==> src/rtl/pixel_stream_pkg.sv <==
// pixel_stream_pkg: shared coordinate/metadata types, drop counter limit and width helpers
package pixel_stream_pkg;
  localparam logic [15:0] DROP_CNT_MAX = 16'hFFFF;
  typedef logic [15:0] coord_t;
  typedef struct packed {
    coord_t row;
    coord_t col;
    logic   sof;
    logic   eol;
  } pixel_meta_t;
  function automatic int ch_w(input int m, input int n, input int s);
    return m + n + s;
  endfunction
  function automatic int pix_w(input int m, input int n, input int s, input int ch);
    return ch * ch_w(m, n, s);
  endfunction
endpackage

==> src/rtl/pixel_stream_if.sv <==
// pixel_stream_if: legacy valid-only input bus, ready/valid output stream and status flags
interface pixel_stream_if #(
  parameter int PIX_W = 8,
  parameter int LVL_W = 5
);
  import pixel_stream_pkg::*;
  logic [PIX_W-1:0] in_pixel;
  logic             in_valid;
  coord_t           in_row;
  coord_t           in_col;
  logic [PIX_W-1:0] out_pixel;
  logic             out_valid;
  logic             out_ready;
  coord_t           out_row;
  coord_t           out_col;
  logic             out_sof;
  logic             out_eol;
  logic [LVL_W-1:0] level;
  logic             overflow;
  logic [15:0]      drop_cnt;
  logic             clr_flags;
  logic             coord_err;
  modport master (
    output in_pixel, in_valid, in_row, in_col, out_ready, clr_flags,
    input  out_pixel, out_valid, out_row, out_col, out_sof, out_eol, level, overflow, drop_cnt, coord_err
  );
  modport slave (
    input  in_pixel, in_valid, in_row, in_col, out_ready, clr_flags,
    output out_pixel, out_valid, out_row, out_col, out_sof, out_eol, level, overflow, drop_cnt, coord_err
  );
endinterface

==> src/rtl/pixel_sync_fifo.sv <==
// pixel_sync_fifo: synchronous FIFO with registered storage, head-of-queue output and occupancy
module pixel_sync_fifo #(
  parameter int W     = 8,
  parameter int DEPTH = 16
) (
  input  logic                    clk,
  input  logic                    rst_n,
  input  logic                    push_i,
  input  logic                    pop_i,
  input  logic [W-1:0]            wdata_i,
  output logic [W-1:0]            rdata_o,
  output logic [$clog2(DEPTH):0]  level_o,
  output logic                    full_o,
  output logic                    empty_o
);
  localparam int AW = $clog2(DEPTH);
  logic [W-1:0]  mem_q [DEPTH];
  logic [AW-1:0] wr_ptr_q, wr_ptr_d, rd_ptr_q, rd_ptr_d;
  logic [AW:0]   level_q, level_d;
  // next pointers/occupancy; pointer width makes the wrap modulo DEPTH implicit
  always_comb begin
    wr_ptr_d = wr_ptr_q + AW'(push_i);
    rd_ptr_d = rd_ptr_q + AW'(pop_i);
    level_d  = level_q + (AW+1)'(push_i) - (AW+1)'(pop_i);
  end
  // storage needs no reset: the head is masked to zero while the queue is empty
  always_ff @(posedge clk)
    if (push_i) mem_q[wr_ptr_q] <= wdata_i;
  // pointer and occupancy registers, all cleared by reset
  always_ff @(posedge clk)
    if (!rst_n) begin
      wr_ptr_q <= '0;
      rd_ptr_q <= '0;
      level_q  <= '0;
    end else begin
      wr_ptr_q <= wr_ptr_d;
      rd_ptr_q <= rd_ptr_d;
      level_q  <= level_d;
    end
  assign empty_o = level_q == '0;
  assign full_o  = level_q == (AW+1)'(DEPTH);
  assign level_o = level_q;
  assign rdata_o = empty_o ? '0 : mem_q[rd_ptr_q];
endmodule

==> src/rtl/pixel_stream_bridge.sv <==
// pixel_stream_bridge: valid-only pixel bus to ready/valid stream with frame markers and drop
// accounting; define PIXEL_BRIDGE_COORD_CHECK_EN to build the raster-order coordinate checker
module pixel_stream_bridge
  import pixel_stream_pkg::*;
#(
  parameter int FP_M    = 8,
  parameter int FP_N    = 0,
  parameter int FP_S    = 0,
  parameter int NUM_CH  = 1,
  parameter int DEPTH   = 16,
  parameter int FRAME_W = 640
) (
  input logic           clk,
  input logic           rst_n,
  pixel_stream_if.slave bus
);
  localparam int PIX_W = pix_w(FP_M, FP_N, FP_S, NUM_CH);
  typedef struct packed {
    logic [PIX_W-1:0] pixel;
    pixel_meta_t      meta;
  } pixel_entry_t;
  pixel_entry_t wr_entry, rd_entry;
  logic push, pop, full, empty, drop;
  logic overflow_q, overflow_d;
  logic [15:0] drop_cnt_q, drop_cnt_d;
  assign pop  = ~empty & bus.out_ready;
  assign push = bus.in_valid & (~full | pop);
  assign drop = bus.in_valid & full & ~pop;
  assign wr_entry.pixel    = bus.in_pixel;
  assign wr_entry.meta.row = bus.in_row;
  assign wr_entry.meta.col = bus.in_col;
  assign wr_entry.meta.sof = bus.in_row == '0 && bus.in_col == '0;
  assign wr_entry.meta.eol = bus.in_col == coord_t'(FRAME_W - 1);
  pixel_sync_fifo #(.W($bits(pixel_entry_t)), .DEPTH(DEPTH)) u_fifo (
    .clk     (clk),
    .rst_n   (rst_n),
    .push_i  (push),
    .pop_i   (pop),
    .wdata_i (wr_entry),
    .rdata_o (rd_entry),
    .level_o (bus.level),
    .full_o  (full),
    .empty_o (empty)
  );
  assign bus.out_valid = ~empty;
  assign bus.out_pixel = rd_entry.pixel;
  assign bus.out_row   = rd_entry.meta.row;
  assign bus.out_col   = rd_entry.meta.col;
  assign bus.out_sof   = rd_entry.meta.sof;
  assign bus.out_eol   = rd_entry.meta.eol;
  // drop accounting: a drop in the same cycle as a clear wins and restarts the count at one
  always_comb begin
    overflow_d = drop | (~bus.clr_flags & overflow_q);
    drop_cnt_d = bus.clr_flags ? {15'd0, drop}
               : (drop && drop_cnt_q != DROP_CNT_MAX) ? drop_cnt_q + 16'd1 : drop_cnt_q;
  end
  // sticky drop flag and saturating drop counter
  always_ff @(posedge clk)
    if (!rst_n) begin
      overflow_q <= 1'b0;
      drop_cnt_q <= '0;
    end else begin
      overflow_q <= overflow_d;
      drop_cnt_q <= drop_cnt_d;
    end
  assign bus.overflow = overflow_q;
  assign bus.drop_cnt = drop_cnt_q;
`ifdef PIXEL_BRIDGE_COORD_CHECK_EN
  coord_t exp_row_q, exp_row_d, exp_col_q, exp_col_d;
  logic armed_q, armed_d, coord_err_q, coord_err_d, bad;
  // expectation follows every strobed pixel (kept or dropped) and resyncs to its coordinate
  always_comb begin
    bad = bus.in_valid & armed_q & ~wr_entry.meta.sof
        & ~(bus.in_row == exp_row_q && bus.in_col == exp_col_q);
    armed_d     = armed_q | bus.in_valid;
    exp_row_d   = ~bus.in_valid ? exp_row_q : wr_entry.meta.eol ? bus.in_row + 16'd1 : bus.in_row;
    exp_col_d   = ~bus.in_valid ? exp_col_q : wr_entry.meta.eol ? '0 : bus.in_col + 16'd1;
    coord_err_d = bad | (~bus.clr_flags & coord_err_q);
  end
  // checker state; the first pixel after reset is accepted unconditionally
  always_ff @(posedge clk)
    if (!rst_n) begin
      armed_q     <= 1'b0;
      exp_row_q   <= '0;
      exp_col_q   <= '0;
      coord_err_q <= 1'b0;
    end else begin
      armed_q     <= armed_d;
      exp_row_q   <= exp_row_d;
      exp_col_q   <= exp_col_d;
      coord_err_q <= coord_err_d;
    end
  assign bus.coord_err = coord_err_q;
`else
  assign bus.coord_err = 1'b0;
`endif
endmodule

==> src/flat_wrapper.sv <==
// flat-port wrapper written by rule: the top's interface ports become plain ports
module pixel_stream_bridge_flat import pixel_stream_pkg::*;
#(
  parameter int FP_M    = 8,
  parameter int FP_N    = 0,
  parameter int FP_S    = 0,
  parameter int NUM_CH  = 1,
  parameter int DEPTH   = 16,
  parameter int FRAME_W = 640
)
  (clk, rst_n, bus_in_pixel, bus_in_valid, bus_in_row, bus_in_col, bus_out_ready, bus_clr_flags, bus_out_pixel, bus_out_valid, bus_out_row, bus_out_col, bus_out_sof, bus_out_eol, bus_level, bus_overflow, bus_drop_cnt, bus_coord_err);
  pixel_stream_if #(.PIX_W((NUM_CH * (8))), .LVL_W(5)) bus_i ();
  input logic clk;
  input logic rst_n;
  input wire logic [$bits(bus_i.in_pixel)-1:0] bus_in_pixel;
  input wire logic [$bits(bus_i.in_valid)-1:0] bus_in_valid;
  input wire logic [$bits(bus_i.in_row)-1:0] bus_in_row;
  input wire logic [$bits(bus_i.in_col)-1:0] bus_in_col;
  input wire logic [$bits(bus_i.out_ready)-1:0] bus_out_ready;
  input wire logic [$bits(bus_i.clr_flags)-1:0] bus_clr_flags;
  output wire logic [$bits(bus_i.out_pixel)-1:0] bus_out_pixel;
  output wire logic [$bits(bus_i.out_valid)-1:0] bus_out_valid;
  output wire logic [$bits(bus_i.out_row)-1:0] bus_out_row;
  output wire logic [$bits(bus_i.out_col)-1:0] bus_out_col;
  output wire logic [$bits(bus_i.out_sof)-1:0] bus_out_sof;
  output wire logic [$bits(bus_i.out_eol)-1:0] bus_out_eol;
  output wire logic [$bits(bus_i.level)-1:0] bus_level;
  output wire logic [$bits(bus_i.overflow)-1:0] bus_overflow;
  output wire logic [$bits(bus_i.drop_cnt)-1:0] bus_drop_cnt;
  output wire logic [$bits(bus_i.coord_err)-1:0] bus_coord_err;
  assign bus_i.in_pixel = bus_in_pixel;
  assign bus_i.in_valid = bus_in_valid;
  assign bus_i.in_row = bus_in_row;
  assign bus_i.in_col = bus_in_col;
  assign bus_i.out_ready = bus_out_ready;
  assign bus_i.clr_flags = bus_clr_flags;
  assign bus_out_pixel = bus_i.out_pixel;
  assign bus_out_valid = bus_i.out_valid;
  assign bus_out_row = bus_i.out_row;
  assign bus_out_col = bus_i.out_col;
  assign bus_out_sof = bus_i.out_sof;
  assign bus_out_eol = bus_i.out_eol;
  assign bus_level = bus_i.level;
  assign bus_overflow = bus_i.overflow;
  assign bus_drop_cnt = bus_i.drop_cnt;
  assign bus_coord_err = bus_i.coord_err;
  pixel_stream_bridge #(.FP_M(FP_M), .FP_N(FP_N), .FP_S(FP_S), .NUM_CH(NUM_CH), .DEPTH(DEPTH), .FRAME_W(FRAME_W)) u_core (.clk(clk), .rst_n(rst_n), .bus(bus_i));
endmodule
==> config.mk <==
export PLATFORM = sky130hd
export DESIGN_NAME = pixel_stream_bridge_flat
export DESIGN_NICKNAME = d
export VERILOG_FILES = /design/src/rtl/pixel_stream_pkg.sv /design/src/rtl/pixel_stream_if.sv /design/src/rtl/pixel_sync_fifo.sv /design/src/rtl/pixel_stream_bridge.sv /design/src/flat_wrapper.sv
export SDC_FILE = /design/constraint.sdc
export NUM_CORES = 1
export LEC_CHECK = 0
export ABC_AREA = 0
export BUFFER_PORTS_ARGS = -buffer_cell sky130_fd_sc_hd__buf_2
export CORE_UTILIZATION = 37
export DETAILED_ROUTE_END_ITERATION = 8
export GPL_ROUTABILITY_DRIVEN = 1
export HOLD_SLACK_MARGIN = 0.03
export PLACE_DENSITY = 0.61
export SLEW_MARGIN = 20
export SYNTH_ARGS = -nofsm -noshare
export SYNTH_HDL_FRONTEND = slang
export SYNTH_SLANG_ARGS = --single-unit
==> constraint.sdc <==
create_clock -name clk -period 5.2 [get_ports clk]
set_input_delay 1.04 -clock clk [delete_from_list [all_inputs] [get_ports clk]]
set_output_delay 1.04 -clock clk [all_outputs]
set_load 0.05 [all_outputs]
**Yosys cells after proc, flatten, opt, wreduce, memory -nomap -nowiden**

Memories as Yosys holds them, arrays and structs flattened. A register that Yosys moved wholly into a read port is not among the register bits.
Cells that the tools add are included.

- Logic and storage cells: 40
- Input port bits: 45
- RAM bits: 672
- Memories kept: 1
- Output and inout port bits: 66
- Register bits: 30

- Add/sub/neg operators: 5
- Muxes and demuxes: 6
- Equal/unequal tests: 3
- Bitwise logic cells: 12
- Reductions and logical operators: 7

Memories:

| memory | words | width | read ports | clocked after memory_dff | wr ports | RTL line | text |
|---|---|---|---|---|---|---|---|
| u_core.u_fifo.mem_q | 16 | 42 | 1 | 1 | 1 | pixel_sync_fifo.sv:17 | `logic [W-1:0] mem_q [DEPTH];` |

Operator list:

| cell | count |
|---|---|
| $mux 42 | 1 |
| $logic_not 16->1 | 2 |
| $add 16x1->16 const B | 1 |
| $eq 16x10->1 const B | 1 |
| $ne 16x16->1 const B | 1 |
| $add 4x1->4 | 2 |
| $add 5x1->5 | 1 |
| $and 1x1->1 | 5 |
| $eq 5x5->1 const B | 1 |
| $logic_not 5->1 | 1 |
| $not 1->1 | 5 |
| $sub 5x1->5 | 1 |
| $mux 1 | 4 |
| $mux 4 | 1 |
| $logic_and 1x1->1 | 2 |
| $or 1x1->1 | 2 |
| $reduce_bool 2->1 | 1 |
| $reduce_or 2->1 | 1 |

**Depth between registers and ports, before layout**

Gate-level depths: netlist of run 1.

- Word-level depth: 8
- Depth in mapped cells: 13
- Depth with buffers taken out: 13

**Modules after synthesis**

From an unflattened synthesis of run 1, not the netlist that was laid out.

- Cells, all modules: 1248
- Area, all modules: 27206.1 um^2

Modules (own cells, without submodules):

| module | area each (um^2) | times used | cells each | seq. area each (um^2) |
|---|---|---|---|---|
| pixel_sync_fifo | 26125.1 | 1 | 1115 | 20439.6 |
| pixel_stream_bridge | 1081.0 | 1 | 133 | 340.3 |

**Least setup slack after synthesis of run 1**

Ideal clock, no wire load.

- Path type: register to register
- From: reg u_core.u_fifo.level_q[2] (netlist: u_core.u_fifo.level_o[2])
- To: mem u_core.u_fifo.mem_q[0][0] (netlist bit), enable pin
- Library setup time: 0.493 ns
- Data required time: 4.707 ns
- Cell stages (with the launch flop): 7
- Path buffers: 0
- Path slack: 0.177 ns
- Period minus slack after synthesis: 5.023 ns
- Arrival: 4.529 ns
- Path through: dfxtp_1 inv_1 ha_1 or3b_1 o21ai_1 or3_1 nor3_1

- Cells in the longest elaborated chain, start to end: 7
- Elaborated cells on any way between the ends: 9
- Those cells by class: 1 x eq/ne; 2 x mux; 5 x bitwise; 1 x reduce/logical

Ends and longest elaborated chain:

| element | RTL line | text |
|---|---|---|
| start: declaration | pixel_sync_fifo.sv:19 | `logic [AW:0] level_q, level_d;` |
| start signal: assignment | pixel_sync_fifo.sv:38 | `level_q <= level_d;` |
| $logic_not 5->1 | pixel_sync_fifo.sv:40 | `assign empty_o = level_q == '0;` |
| $not 1->1 | pixel_stream_bridge.sv:26 | `assign pop = ~empty & bus.out_ready;` |
| $and 1x1->1 | pixel_stream_bridge.sv:26 |  |
| $or 1x1->1 (*) | pixel_stream_bridge.sv:27 | `assign push = bus.in_valid & (~full \| pop);` |
| $and 1x1->1 (*) | pixel_stream_bridge.sv:27 |  |
| $mux 1 (*) | pixel_sync_fifo.sv:28 | `if (push_i) mem_q[wr_ptr_q] <= wdata_i;` |
| $mux 1 (implied by the code) (*) | pixel_sync_fifo.sv:28 |  |
| end: declaration | pixel_sync_fifo.sv:17 |  |

Every way passes the cells marked *; elsewhere a longest branch is shown, timed or not.

**Final worst setup path of run 1**

- From: reg u_core.u_fifo.level_q[3] (netlist: u_core.u_fifo.level_o[3])
- To: out bus_out_row[12]

- Cells in the longest elaborated chain, start to end: 2

Ends and longest elaborated chain:

| element | RTL line | text |
|---|---|---|
| $logic_not 5->1 | pixel_sync_fifo.sv:40 |  |
| $mux 42 | pixel_sync_fifo.sv:43 | `assign rdata_o = empty_o ? '0 : mem_q[rd_ptr_q];` |
| end: declaration | flat_wrapper.sv:23 | `output wire logic [$bits(bus_i.out_row)-1:0] bus_out_row;` |

No other way between the ends.

==> results of run 1 <==
cells in the final DEF (no fill, tap or decap), types with 4 or more instances in the layout:
cell type	netlist	layout
nor2_4	0	12
edfxtp_1	672	672
and4_1	4	4
clkinv_1	0	15
dfxtp_1	30	27
clkinv_2	0	12
nor4_1	8	8
nor2_1	16	4
or4_1	5	5
inv_1	8	8
mux4_2	168	168
nor3_1	10	6
buf_4	10	26
bufinv_16	0	10
nor3_2	0	4
a21oi_1	12	12
ha_1	11	11
o22ai_1	42	42
o311ai_1	4	4
nand4_1	9	9
nand3_1	12	12
or3_1	5	5
buf_2	24	109
xor2_1	4	4
clkbuf_1	30	12
mux2i_1	84	84
nand2b_1	4	4
o31ai_1	8	8
buf_12	0	12
clkbuf_16	0	76
nand2_1	8	8
and2_1	13	13
kinds of logic after synthesis:
family / Yosys count / synth area share (%)
muxes: 252 / 17.0
AOI/OAI and AO/OA: 82 / 1.93
other: 1 / 0.0138
DFF: 702 / 76.4
buffers and inverters: 74 / 1.27
and+or+nand+nor: 112 / 2.52
adders and majority gates: 12 / 0.580
xor gates and xnor gates: 7 / 0.226
synthesized netlist by cell type (3+ instances only):
library cell / number
nor4_1: 8
o31ai_1: 8
nand3_1: 12
and4_1: 4
inv_1: 8
o41ai_1: 3
nor2_1: 16
buf_4: 10
edfxtp_1: 672
o311ai_1: 4
mux4_2: 168
xnor2_1: 3
ha_1: 11
mux2i_1: 84
buf_2: 24
nand2b_1: 4
nor3_1: 10
nor2b_1: 3
o22ai_1: 42
o21ai_1: 4
a21oi_1: 12
o21ai_0: 3
nand4_1: 9
or3_1: 5
and2_1: 13
xor2_1: 4
clkbuf_1: 30
or4_1: 5
dfxtp_1: 30
nand2_1: 8
final cells by class:
class / instances / share of cell area, %
sequential: 702 / 65.8
inverter: 9 / 0.107
multi-input combinational: 466 / 19.6
clock inverter: 40 / 1.42
tap: 959 / 3.80
clock buffer: 89 / 6.21
timing repair buffer: 147 / 3.10
how the worst max path moves through the flow:
stage	start	endpoint	slack, ps	cells past startpoint
floorplan	u_core.u_fifo.level_o[2]	u_core.u_fifo.mem_q[0][0]	180	6
global placement	u_core.u_fifo.level_o[3]	bus_out_row[13]	1460	8
detailed placement	u_core.u_fifo.level_o[2]	bus_out_row[12]	1400	8
CTS	u_core.u_fifo.level_o[3]	bus_out_row[12]	730	8
global route	u_core.u_fifo.level_o[2]	bus_out_row[12]	500	8
finish	u_core.u_fifo.level_o[3]	bus_out_row[12]	790	8
worst max-delay path: stages, from the launching register on:
cell and delay [ps]:
dfxtp_1 330, inv_1 80, ha_1 160, or3b_1 420, nor2_1 170, or2_2 820, buf_4 390, o22ai_1 140
buf_2 250
flip-flops by register name (all words and copies together), names as in the netlist:
name	flops
u_core.bus.overflow	1
u_core.u_fifo.level_o	5
u_core.u_fifo.rd_ptr_q	4
u_core.u_fifo.mem_q	672
u_core.bus.drop_cnt	16
u_core.u_fifo.wr_ptr_q	4
report_power, final:
part	internal, uW	leakage (uW)	total [uW]	switching [uW]
clock	3170	0.00118	5270	2100
combinational	1340	0.00223	3550	2210
sequential	6340	0.00631	6480	137
total	10900	0.00972	15300	4450
per-layer routing:
| metal | global-route usage, % | routed length (um) | up-vias |
|---|---|---|---|
| met2 | 27.8 | 30900 | 327 |
| li1 | - | - | 5587 |
| met4 | 4.98 | 1140 | 8 |
| met3 | 3.01 | 2970 | 87 |
| met1 | 21.5 | 25300 | 7005 |
| met5 | 0 | 57 | - |
through the flow:
stage | area [sq um] | cells
after floorplan | 27200 | 1242
after global placement | 29200 | 2283
after detailed placement | 29200 | 2283
after CTS | 31600 | 2412
after global routing | 31600 | 2412
final | 31600 | 2412
==> out/metrics.cfg, run 1 <==
[run_status]
status=finished, final reports clean

[finish]
multi_input_area_sq_mm=0.00618
n_fill_cell=6222
layout.nets=1456
drive_gt1_share_pct=30.6
diodes=0
utilization_pct=43.4
syn_to_final_growth_pct=16.2
seqCellArea_sq_mm=0.0208

[global_routing]
grt_pass1_wl_um=89400
grt_usage_pct=16.4
antenna_found_initial=4
gr-total-overflow=0
grt_max_degree=66
grt_pass1_vias=13500

[hold_path]
hp-class=reg -> reg
holdCritStartpoint=u_core.bus.overflow
holdPathEnd=u_core.bus.overflow
hold_depth=2

[detailed_routing]
routedWlPerCell_um=25.0
drc=0
firstDrtPassIters=4
postRouteAntennaNets=0
drt-initial-drc-count=1056
routed_wirelength_um=60300
via_per_inst=5.40
dr_total_vias=13000

[floorplanning]
ios=111
rows=99
die_area_sq_mm=0.0746
core_sq_mm=0.0728
die_h_um=273
die_w_um=273
start_util_pct=37.3

[clock_tree]
cts_max_level=3
clockBufferDepth=3
clock_latency_ps=610
ctsHoldBuffers=0
post-cts-setup-buffers=0
clkSinkCount=702
clk_pin_slew_ps=60
cts_buffers=73
root_buffer=clkbuf_16
cts_tree=built
cts.repair.resized=0

[synthesis]
syn_area_sq_mm=0.0272
ys.warnings.count=0
synthFlopType=edfxtp_1
syn-instance-count=1242
ys_async_sr_fraction_pct=0
syn-num-nets=1299
synth_edf_count=672
synth_cell_types=51
synth_seq_cells=702
yosys.area.top_type_share_pct=74.2
synth.area.top_cells=edfxtp_1, mux4_2, mux2i_1
synth_seq_area_share_pct=76.4
post-synth-top-area-cell=edfxtp_1
syn_area_per_cell_sq_um=21.9

[sta]
min_period_ps=4410
hold_viol=0
clock_skew_ps=21.7
fin_tns_setup_ps=0
holdWs_ps=480
fmax_mhz=227
finalWorstSetupSlack_ps=787
grt_setup_unrepaired=no
maxSlewViolCount=0
period_share_pct=84.9
worst_pin_slew_ps=1070
setup_violations=0
slew_headroom_pct=28.7

[run]
cap_viol_max_count=0

[worst_setup_path]
critPathLaunchType=register
r2r_start=u_core.u_fifo.level_o[2]
cp_max_fo=30
r2r_slack_ps=2120
reg2reg_depth=8
critPathCaptureType=primary output
crit_type=reg -> out
timing.rr.end=u_core.u_fifo.mem_q[6][10]
crit_required_ps=4160
cp_data_arrival_time_ps=3370

[power_and_ir_drop]
ir_worst_vdd_uv=308
power.total_uw=15300
power_density_mw_per_mm2=484
leakagePower_uw=0.00972

[place]
dp_hpwl_um=33700
dp_slack_ps=1400
gp_congestion=0.764
portBuffers=109

Note: power is estimated with default switching activity, not from simulation.
==> run 2, diff against run 1 <==
--- a/config.mk
+++ b/config.mk
@@ -5,7 +5,7 @@
 export SDC_FILE = /design/constraint.sdc
 export NUM_CORES = 1
 export LEC_CHECK = 0
-export ABC_AREA = 0
+export ABC_AREA = 1
 export BUFFER_PORTS_ARGS = -buffer_cell sky130_fd_sc_hd__buf_2
 export CORE_UTILIZATION = 37
 export DETAILED_ROUTE_END_ITERATION = 8
==> constraint.sdc (replaced) <==
create_clock -name clk -period 3.7 [get_ports clk]
set_input_delay 0.74 -clock clk [delete_from_list [all_inputs] [get_ports clk]]
set_output_delay 0.74 -clock clk [all_outputs]
set_load 0.05 [all_outputs]
==> run 2 against run 1 <==
Effect of this change: core utilization shrank 0.18 points; first-iteration DRC count grew 72%; area after synthesis grew 5.2%; critical path depth grew 2; largest power group unchanged; critical endpoint is now bus_out_col[0]; critical path type unchanged; die area grew 5.1%; power grew 48%; clock-buffer cell count grew 8; wire length grew 24%.
==> out/metrics.cfg, run 2 <==
[finish]
layout.nets=2637  ; was 1456
regMostFlops=u_core.u_fifo.mem_q  ; unchanged
drive_gt1_share_pct=11.3  ; was 30.6%
multi_input_area_sq_mm=0.00710  ; was 0.00618 sq mm
final_cell_area_sq_mm=0.0329  ; was 0.0316 sq mm
final_cell_mix=nand2_1, edfxtp_1, nand3_1, buf_2, clkbuf_16  ; was edfxtp_1, mux4_2, buf_2, mux2i_1, clkbuf_16
syn_to_final_growth_pct=15.2  ; was 16.2%
n_fill_cell=6914  ; was 6222
layout.cells.non_filler=3668  ; was 2412
largest_reg_flops=672  ; unchanged
seqCellArea_sq_mm=0.0208  ; about the same
layout_commonest_cell=nand2_1  ; was edfxtp_1

[worst_setup_path]
crit_chain=inv_8 -> buf_12 -> buf_12 -> nand2_1 -> nand3_1 -> nand3_1 -> nand2_1 -> nand2_1 -> a21oi_1 -> buf_2  ; was inv_1 -> ha_1 -> or3b_1 -> nor2_1 -> or2_2 -> buf_4 -> o22ai_1 -> buf_2
crit_slowest_cell=dfxtp_4  ; was or2_2
critPathLaunchType=register  ; unchanged
crit_required_ps=2960  ; was 4160 ps
crit_type=reg -> out  ; unchanged
cpPeakStageDelay_ps=390  ; was 820 ps
cp.buffers_inverters=4  ; was 3
cp_common_cell=nand2_1
critPathCaptureType=primary output  ; unchanged
cp_max_fo=64  ; was 30
cp_data_arrival_time_ps=2760  ; was 3370 ps
critPathTopFamily=buffers and inverters  ; was simple AND/OR/NAND/NOR gates
r2r_slack_ps=880  ; was 2120 ps

[sta]
hold_viol=0  ; unchanged
worst_pin_slew_ps=860  ; was 1070 ps
holdWs_ps=463  ; was 480 ps
period_share_pct=94.5
setup_violations=0  ; unchanged
fmax_mhz=286
maxSlewViolCount=0  ; unchanged
fin_tns_setup_ps=0  ; unchanged
grt_setup_unrepaired=no  ; unchanged
clock_skew_ps=26.1  ; was 21.7 ps
slew_headroom_pct=42.2  ; was 28.7%
finalWorstSetupSlack_ps=202  ; was 787 ps
min_period_ps=3500

[detailed_routing]
routed_wirelength_um=74700  ; was 60300 um
postRouteAntennaNets=0  ; unchanged
via_per_inst=5.20  ; was 5.40
routedWlPerCell_um=20.4  ; was 25.0 um
drc=0  ; unchanged
drt-initial-drc-count=1818  ; was 1056
firstDrtPassIters=5  ; was 4
dr_total_vias=19100  ; was 13000

[synthesis]
synth_seq_cells=702  ; unchanged
synth_cell_types=29  ; was 51
synth_seq_area_share_pct=72.7  ; was 76.4%
synth_commonest_cells=nand2_1, edfxtp_1, nand3_1  ; was edfxtp_1, mux4_2, mux2i_1
syn-instance-count=2485  ; was 1242
ys.warnings.count=0  ; unchanged
syn-num-nets=2542  ; was 1299
synth_most_common_cell=nand2_1  ; was edfxtp_1
ys_async_sr_fraction_pct=0  ; unchanged
syn_area_per_cell_sq_um=11.5  ; was 21.9 sq um
post-synth-top-area-cell=edfxtp_1  ; unchanged
synth_edf_count=672  ; unchanged
synth.area.top_cells=edfxtp_1, nand2_1, nand3_1  ; was edfxtp_1, mux4_2, mux2i_1
yosys.area.top_type_share_pct=70.6  ; was 74.2%
synthFlopType=edfxtp_1  ; unchanged
syn_area_sq_mm=0.0286  ; was 0.0272 sq mm

[global_routing]
grt_usage_pct=19.1  ; was 16.4%
grt_pass1_wl_um=113000  ; was 89400 um
grt_util_met1_pct=24.6  ; was 21.5%
grt_max_degree=132  ; was 66
grt_pass1_vias=18500  ; was 13500
antenna_found_initial=7  ; was 4
use_met2_pct=32.5  ; was 27.8%
top_usage_layer=met2  ; unchanged
gr-total-overflow=0  ; unchanged
grt_util_met3_pct=3.77  ; was 3.01%

[place]
dp_hpwl_um=38800  ; was 33700 um
post_dp_cell_area_sq_mm=0.0306  ; was 0.0292 sq mm
gp_congestion=0.807  ; was 0.764
dp_slack_ps=728  ; was 1400 ps
portBuffers=109  ; unchanged
place_inst=3535  ; was 2283

[power_and_ir_drop]
power_density_mw_per_mm2=690  ; was 484 mW/mm^2
ir_worst_vdd_uv=388  ; was 308 uV
leakagePower_uw=0.0118  ; was 0.00972 uW

[clock_tree]
cts_max_level=3  ; unchanged
post-cts-setup-buffers=0  ; unchanged
clk_pin_slew_ps=60  ; about the same
cts_buffers=73  ; unchanged
cts_tree=built  ; unchanged
clockBufferDepth=3  ; unchanged
clkSinkCount=702  ; unchanged
root_buffer=clkbuf_16  ; unchanged
ctsHoldBuffers=0  ; unchanged
clock_latency_ps=620  ; was 610 ps

[run_status]
status=finished, final reports clean  ; unchanged

[run]
cap_viol_max_count=0  ; unchanged

[floorplanning]
rows=101  ; was 99
start_util_pct=37.5  ; was 37.3%
die_w_um=280  ; was 273 um
die_h_um=280  ; was 273 um
ios=111  ; unchanged
die_area_sq_mm=0.0784  ; was 0.0746 sq mm
core_sq_mm=0.0762  ; was 0.0728 sq mm

[hold_path]
hp-class=reg -> reg  ; unchanged

run 2: cell count changes in the layout (fill, tap and decap cells not counted), sizes merged, moves of 20 or more:
cell,change
nand3,+510
inv,+34
buf,+20
a21oi,+49
nand2,+897
o22ai,-42
mux4,-168
mux2i,-84
nor2,+39
run 2: path summary, 6_finish.rpt:
kind	startpoint	to	cells past startpoint
worst max-delay path	u_core.u_fifo.rd_ptr_q[0]	bus_out_col[0]	10
worst min-delay path	u_core.bus.overflow	u_core.bus.overflow	2
worst max register to register	u_core.u_fifo.level_o[2]	u_core.u_fifo.level_o[4]	14
worst min register to register	u_core.bus.overflow	u_core.bus.overflow	2
run 2: kinds of logic (layout without fill, tap and decap cells):
group                      Yosys count  count (layout)  synth area share [%]
other                                1               3                0.0131
AOI/OAI and AO/OA                   69              69                  1.22
xor gates and xnor gates            11              11                 0.337
and+or+nand+nor                   1503            1503                  22.2
buffers and inverters              187             338                  2.96
adders and majority gates           12              12                 0.551
DFF                                702             702                  72.7
run 2: layer usage:
layer	vias up	share of wire [%]
met5	-	0.062
met4	8	2.3
met3	118	7.4
met2	725	49
met1	9353	41
li1	8880	-
run 2: layout make-up:
class / count / area share [%]
antenna: 2 / 0.0152
clock buffer: 97 / 5.85
clock inverter: 34 / 1.20
inverter: 40 / 0.502
multi-input combinational: 1596 / 21.6
sequential: 702 / 63.2
tap: 1030 / 3.91
timing repair buffer: 167 / 3.79
run 2: worst min-delay path: cells and delay by family, from the launching register on:
kind,cells,cell delay [ps]
DFF,1,330
AOI/OAI and AO/OA,1,50
and+or+nand+nor,1,50
run 2: metrics by stage:
| stage | total power, uW | utilization, % |
|---|---|---|
| 3_5_place_dp | 15700 | 40.1 |
| 5_1_grt | 23800 | 43.2 |
| 2_1_floorplan | 13800 | - |
| 3_3_place_gp | 15600 | 40.1 |
| 6_report | 22700 | 43.2 |
| 4_1_cts | 22900 | 43.2 |
run 2: report_power, final:
group / switching (uW) / internal [uW]
Clock: 3020 / 4180
Combinational: 4860 / 1660
Sequential: 107 / 8910
run 2: what timing repair did:
action | in CTS | in global routing
endpoints found under the setup margin | 0 | 5
resized for setup | 0 | 2
hold endpoints to repair | 0 | 0
